<file path="src/rtl/unified_mem_arbiter_pkg.sv">
// unified_mem_arbiter_pkg: encodings shared by the core
// datapath and the unified memory arbiter.
package unified_mem_arbiter_pkg;

  localparam logic [2:0] DM_WORD     = 3'b000;
  localparam logic [2:0] DM_HALF     = 3'b001;
  localparam logic [2:0] DM_HALF_U   = 3'b010;
  localparam logic [2:0] DM_BYTE     = 3'b011;
  localparam logic [2:0] DM_BYTE_U   = 3'b100;

  localparam logic [1:0] WDSEL_ALU   = 2'b00;
  localparam logic [1:0] WDSEL_MEM   = 2'b01;
  localparam logic [1:0] WDSEL_PC    = 2'b10;

  localparam logic [1:0] ARB_IDLE    = 2'b00;
  localparam logic [1:0] ARB_IBUSY   = 2'b01;
  localparam logic [1:0] ARB_DBUSY   = 2'b10;

  localparam logic       GNT_I       = 1'b0;
  localparam logic       GNT_D       = 1'b1;

  localparam logic [31:0] ARB_TIMEOUT_DATA = 32'hDEADBEEF;

endpackage

</file>
<file path="src/rtl/unified_mem_arbiter_watchdog.sv">
// unified_mem_arbiter_watchdog: counts busy cycles and flags
// expiry on the TIMEOUT-th one.
// Ports: clk, reset, busy (arbiter owns the bus), expired.
// The count restarts whenever the arbiter goes idle, so each
// grant begins a fresh window.
module unified_mem_arbiter_watchdog #(
  parameter int TIMEOUT = 255
) (
  input  logic clk,
  input  logic reset,
  input  logic busy,
  output logic expired
);

  localparam logic [7:0] LIM = 8'(TIMEOUT - 1);

  logic [7:0] cnt;

  always_ff @(posedge clk) begin
    if (reset) begin
      cnt <= '0;
    end else if (busy) begin
      cnt <= cnt + 8'd1;
    end else begin
      cnt <= '0;
    end
  end

  assign expired = busy && (cnt == LIM);

endmodule

</file>
<file path="src/rtl/unified_mem_arbiter.sv">
// unified_mem_arbiter: shares one variable-latency memory
// between the fetch (i_*) and load/store (d_*) ports.
// Ports: i_req/i_addr -> i_ack/i_rdata/i_stall,
//   d_req/d_we/d_dmtype/d_addr/d_wdata -> d_ack/d_rdata/d_stall,
//   mem_* handshake to memory, busy, grant_d.
// Optional MEM_ARB_TIMEOUT_EN adds timeout_err and a watchdog.
module unified_mem_arbiter
  import unified_mem_arbiter_pkg::*;
#(
  parameter int ADDR_W  = 32,
  parameter int DATA_W  = 32,
  parameter int TIMEOUT = 255
) (
  input  logic              clk,
  input  logic              reset,
  input  logic              i_req,
  input  logic [ADDR_W-1:0] i_addr,
  output logic              i_ack,
  output logic [DATA_W-1:0] i_rdata,
  output logic              i_stall,
  input  logic              d_req,
  input  logic              d_we,
  input  logic [2:0]        d_dmtype,
  input  logic [ADDR_W-1:0] d_addr,
  input  logic [DATA_W-1:0] d_wdata,
  output logic              d_ack,
  output logic [DATA_W-1:0] d_rdata,
  output logic              d_stall,
  output logic              mem_req,
  output logic              mem_we,
  output logic [2:0]        mem_dmtype,
  output logic [ADDR_W-1:0] mem_addr,
  output logic [DATA_W-1:0] mem_wdata,
  input  logic [DATA_W-1:0] mem_rdata,
  input  logic              mem_ready,
  output logic              busy,
  output logic              grant_d
`ifdef MEM_ARB_TIMEOUT_EN
  ,
  output logic              timeout_err
`endif
);

  logic [1:0]        state;
  logic              last_grant;
  logic              i_eff;
  logic              d_eff;
  logic              pick_d;
  logic              expired;
  logic              done;
  logic [DATA_W-1:0] to_data;

  // A requester still holding req in its ack cycle is not
  // re-granted; D wins a collision unless it won the last one.
  assign i_eff   = i_req & ~i_ack;
  assign d_eff   = d_req & ~d_ack;
  assign pick_d  = d_eff & (~i_eff | (last_grant == GNT_I));
  assign busy    = (state != ARB_IDLE);
  assign i_stall = i_req & ~i_ack;
  assign d_stall = d_req & ~d_ack;
  assign to_data = DATA_W'(ARB_TIMEOUT_DATA);
  assign done    = mem_ready | expired;

`ifdef MEM_ARB_TIMEOUT_EN
  unified_mem_arbiter_watchdog #(
    .TIMEOUT (TIMEOUT)
  ) u_wdog (
    .clk     (clk),
    .reset   (reset),
    .busy    (busy),
    .expired (expired)
  );

  always_ff @(posedge clk) begin
    if (reset) begin
      timeout_err <= 1'b0;
    end else if (expired && !mem_ready) begin
      timeout_err <= 1'b1;
    end
  end
`else
  logic unused_timeout;
  assign unused_timeout = ^TIMEOUT;
  assign expired        = 1'b0;
`endif

  always_ff @(posedge clk) begin
    if (reset) begin
      state      <= ARB_IDLE;
      last_grant <= GNT_I;
      i_ack      <= 1'b0;
      d_ack      <= 1'b0;
      i_rdata    <= '0;
      d_rdata    <= '0;
      mem_req    <= 1'b0;
      mem_we     <= 1'b0;
      mem_dmtype <= '0;
      mem_addr   <= '0;
      mem_wdata  <= '0;
      grant_d    <= 1'b0;
    end else begin
      i_ack <= 1'b0;
      d_ack <= 1'b0;
      unique case (state)
        ARB_IDLE: begin
          if (i_eff || d_eff) begin
            mem_req    <= 1'b1;
            last_grant <= pick_d;
            grant_d    <= pick_d;
            if (pick_d) begin
              mem_we     <= d_we;
              mem_dmtype <= d_dmtype;
              mem_addr   <= d_addr;
              mem_wdata  <= d_wdata;
              state      <= ARB_DBUSY;
            end else begin
              mem_we     <= 1'b0;
              mem_dmtype <= DM_WORD;
              mem_addr   <= i_addr;
              mem_wdata  <= '0;
              state      <= ARB_IBUSY;
            end
          end
        end
        ARB_IBUSY: begin
          if (done) begin
            i_ack   <= 1'b1;
            i_rdata <= mem_ready ? mem_rdata : to_data;
            mem_req <= 1'b0;
            state   <= ARB_IDLE;
          end
        end
        ARB_DBUSY: begin
          if (done) begin
            d_ack   <= 1'b1;
            d_rdata <= !mem_ready ? to_data :
                       mem_we     ? '0      : mem_rdata;
            mem_req <= 1'b0;
            state   <= ARB_IDLE;
          end
        end
        default: begin
          mem_req <= 1'b0;
          state   <= ARB_IDLE;
        end
      endcase
    end
  end

endmodule

</file>
<file path="config.mk">
export PLATFORM = sky130hd
export DESIGN_NAME = unified_mem_arbiter
export DESIGN_NICKNAME = d
export VERILOG_FILES = /design/src/rtl/unified_mem_arbiter_pkg.sv /design/src/rtl/unified_mem_arbiter_watchdog.sv /design/src/rtl/unified_mem_arbiter.sv
export SDC_FILE = /design/constraint.sdc
export NUM_CORES = 1
export LEC_CHECK = 0
export BUFFER_PORTS_ARGS = -buffer_cell sky130_fd_sc_hd__buf_2
export CAP_MARGIN = 30
export CORE_UTILIZATION = 44
export CTS_CLUSTER_DIAMETER = 60
export DETAILED_ROUTE_END_ITERATION = 8
export HOLD_SLACK_MARGIN = 0.12
export PLACE_DENSITY = 0.79
export SYNTH_ARGS = -nofsm -noshare
export SYNTH_HDL_FRONTEND = slang
export SYNTH_HIERARCHICAL = 1
export SYNTH_SLANG_ARGS = --single-unit
</file>
<file path="constraint.sdc">
create_clock -name clk -period 1.9 [get_ports clk]
set_input_delay 0.285 -clock clk [delete_from_list [all_inputs] [get_ports clk]]
set_output_delay 0.285 -clock clk [all_outputs]
set_load 0.05 [all_outputs]
</file>
==> results.ini <==
[worst_hold_path]
hold_class=primary input to flip-flop
min-delay-start=d_wdata[15]

[synth]
ys_warn_count=6
synthCells=589
synth.distinct_cells=31
ys_seq_area_share_pct=54.4
syn-cell-area_um2=5080
synth_nets=729
ys_ff_latch=138
syn_area_per_cell_um2=8.62

[placed_design]
dpl.cell_count=968
post-dp-hpwl_um=10900
routabilityCongestion=0.838
portBuffers=275

[finish]
final_cell_mix=273 x buf_2, 138 x dfxtp_1, 137 x nand2_1, 102 x a21oi_1, 82 x dlygate4sd3_1
layout_commonest_cell=buf_2
multi_input_area_um2=2060
fillers=797
drive_gt1_share_pct=34.9
syn_to_final_growth_pct=57.4
final_cell_count_no_fill=1082
register_area_um2=2760
antennaDiodeCount=0
nets=1069

[detailed_routing]
first_pass_iters=5
drcViolationCount=0
drtIter0Drc=486
drt-total-wl_um=17800
via_count=5751
avgRoutedWirePerCell_um=16.4
ant_nets=0
via_per_inst=5.32

[clocking]
post_cts_buffers=0
cts.sink_count=138
clockRootBuffer=clkbuf_16
cts_made_buffers=17
clkLatencyLatePin_ns=0.41
clk_pin_slew_ns=0.06
cts_tree=built
cts.htree.levels=4
cts_max_path_buffers=2

[floorplanning]
initial_utilization_pct=46.0
die_w_um=109
row_count=38
num_io_pins=276
dieHeight_um=109
dieArea_um2=12000
fp.coreArea_um2=11000

[global_routing]
grtUsageMet2_pct=49.6
grt.busiest_layer=met2
grt_usage_pct=28.9
overflow=0
met1_usage_pct=29.7
grt_max_degree=50
grt_pass1_wl_um=26000
grt_pass1_vias=5490
use_met3_pct=9.13
antenna_found_initial=0

[power]
p_leak_nw=3.75
power.share.switching_pct=32.3
power.density_nw_per_um2=1110
p_int_mw=5.98
p_sw_mw=2.86
power_frac_seq_pct=36.7
p_comb_share_pct=25.2
peakVddDrop_v=0.000791
pwr-share-clk_pct=38.1

[sta]
setup_tns_ns=0
worst_pin_slew_ns=0.451
period_share_pct=94.6
timing.final.crit_period_ns=1.80
rsz0062_at_grt=no
fmax_mhz=556
final-hold-violation-count=0
slew_viol_final=0
setup_viol_count_final=0
skew_ns=0.00515
slew_headroom_pct=69.9

[worst_setup_path]
cp_max_fo=46
worstSetupPathType=flip-flop to flip-flop
endpoint_kind=flip-flop
reg2reg_from=state[0]$_SDFFE_PP0P_
cp-start-kind=flip-flop
arrival_ns=2.09
required_ns=2.19
crit_start=state[0]$_SDFFE_PP0P_

[outcome]
status=finished, final reports clean

[run]
drv_cap=0

[worst max-delay path, stage by stage (launching register included)]
cell	delay, ns
dfxtp_1	0.31
inv_1	0.10
ha_2	0.26
inv_1	0.12
a21oi_4	0.17
buf_12	0.24
nor2_1	0.10
a211oi_1	0.35
[cells by family after synthesis]
logic type	Yosys count	synth area share, %
compound gates	175	22.0
flops	138	54.4
buf+inv	55	5.37
fa+ha+maj	3	0.739
simple gates	218	17.5
[power by group through the flow]
stage | registers (mW) | clock network (mW) | logic (mW)
detailed placement | 3.30 | 0 | 2.03
global route | 3.26 | 3.54 | 2.35
CTS | 3.24 | 3.40 | 2.17
floorplan | 4.05 | 0 | 0.706
finish | 3.24 | 3.36 | 2.23
global placement | 3.29 | 0 | 2.01
[stage by stage]
step                area, µm²  total power, mW  setup slack, ns  hold WS, ns  util [%]
finish                   7990             8.84            0.102        0.130      72.4
global route             7990             9.15           0.0231        0.126      72.4
CTS                      7980             8.81           0.0509        0.120      72.4
detailed placement       6550             5.33            0.192        0.440      59.4
global placement         6550             5.30            0.285        0.436      59.4
floorplan                5080             4.76           0.0796        0.411         -
[timing repair]
action / in CTS / in global routing
hold buffers: 82 / 0
setup endpoints to repair: 1 / 2
resized for setup: 1 / 3
hold endpoints to repair: 97 / 0
pin swaps: 0 / 0
[layer usage]
| metal | wire (µm) | vias to the layer above |
|---|---|---|
| met3 | 1670 | 72 |
| met4 | 1030 | 0 |
| met1 | 6500 | 2619 |
| met2 | 8590 | 351 |
| li1 | - | 2709 |
| met5 | 0 | - |
[synth_stat cells]
master     number  area share, %
nor2b_1         2           0.25
a21oi_2         1           0.17
clkbuf_1       17            1.3
nand4_1         1           0.12
a22o_1         32            5.5
a211oi_1       32            4.7
o21ai_0         1          0.098
ha_1            3           0.74
nor3_1          1          0.098
and2_1          1           0.12
nand2b_2        1           0.17
o31ai_1         1           0.15
o2111ai_1       1           0.17
a21oi_4         1           0.32
dfxtp_1       138             54
inv_4           1           0.12
nor2_1         36            2.7
buf_4           5           0.74
buf_2          24            2.4
buf_1           2           0.15
nand3_1        36            3.5
nand2_1       137             10
inv_1           3           0.22
inv_2           1          0.074
buf_6           2           0.44
o21ai_4         1           0.32
a21oi_1       103             10
nand3b_1        1           0.15
nand2b_1        2           0.25
a211oi_2        1           0.25
a31oi_1         1           0.12
[area by class of cell]
class | instances | share of cell area [%]
clock buffers | 24 | 6.15
clock inverters | 8 | 1.44
inverters | 5 | 0.266
multi-input cells | 396 | 25.8
flip-flops and latches | 138 | 34.6
well taps | 140 | 2.19
repair buffers | 371 | 29.5
[final timing paths]
| check | slack (ns) | cells after the start | end |
|---|---|---|---|
| worst min register to register | 0.45 | 2 | mem_wdata[15]$_SDFFE_PP0P_ |
| worst max-delay path | 0.10 | 7 | mem_addr[31]$_SDFFE_PP0P_ |
| worst min-delay path | 0.13 | 3 | mem_wdata[15]$_SDFFE_PP0P_ |
| worst max register to register | 0.10 | 7 | mem_addr[31]$_SDFFE_PP0P_ |
[sequential cells by signal (all words and copies together), names as in the netlist]
name        count
mem_addr       32
mem_req         1
i_ack           1
i_rdata        32
d_rdata        32
mem_dmtype      3
last_grant      1
mem_wdata      32
d_ack           1
mem_we          1
state           2
(Power assumes the default switching activity.)
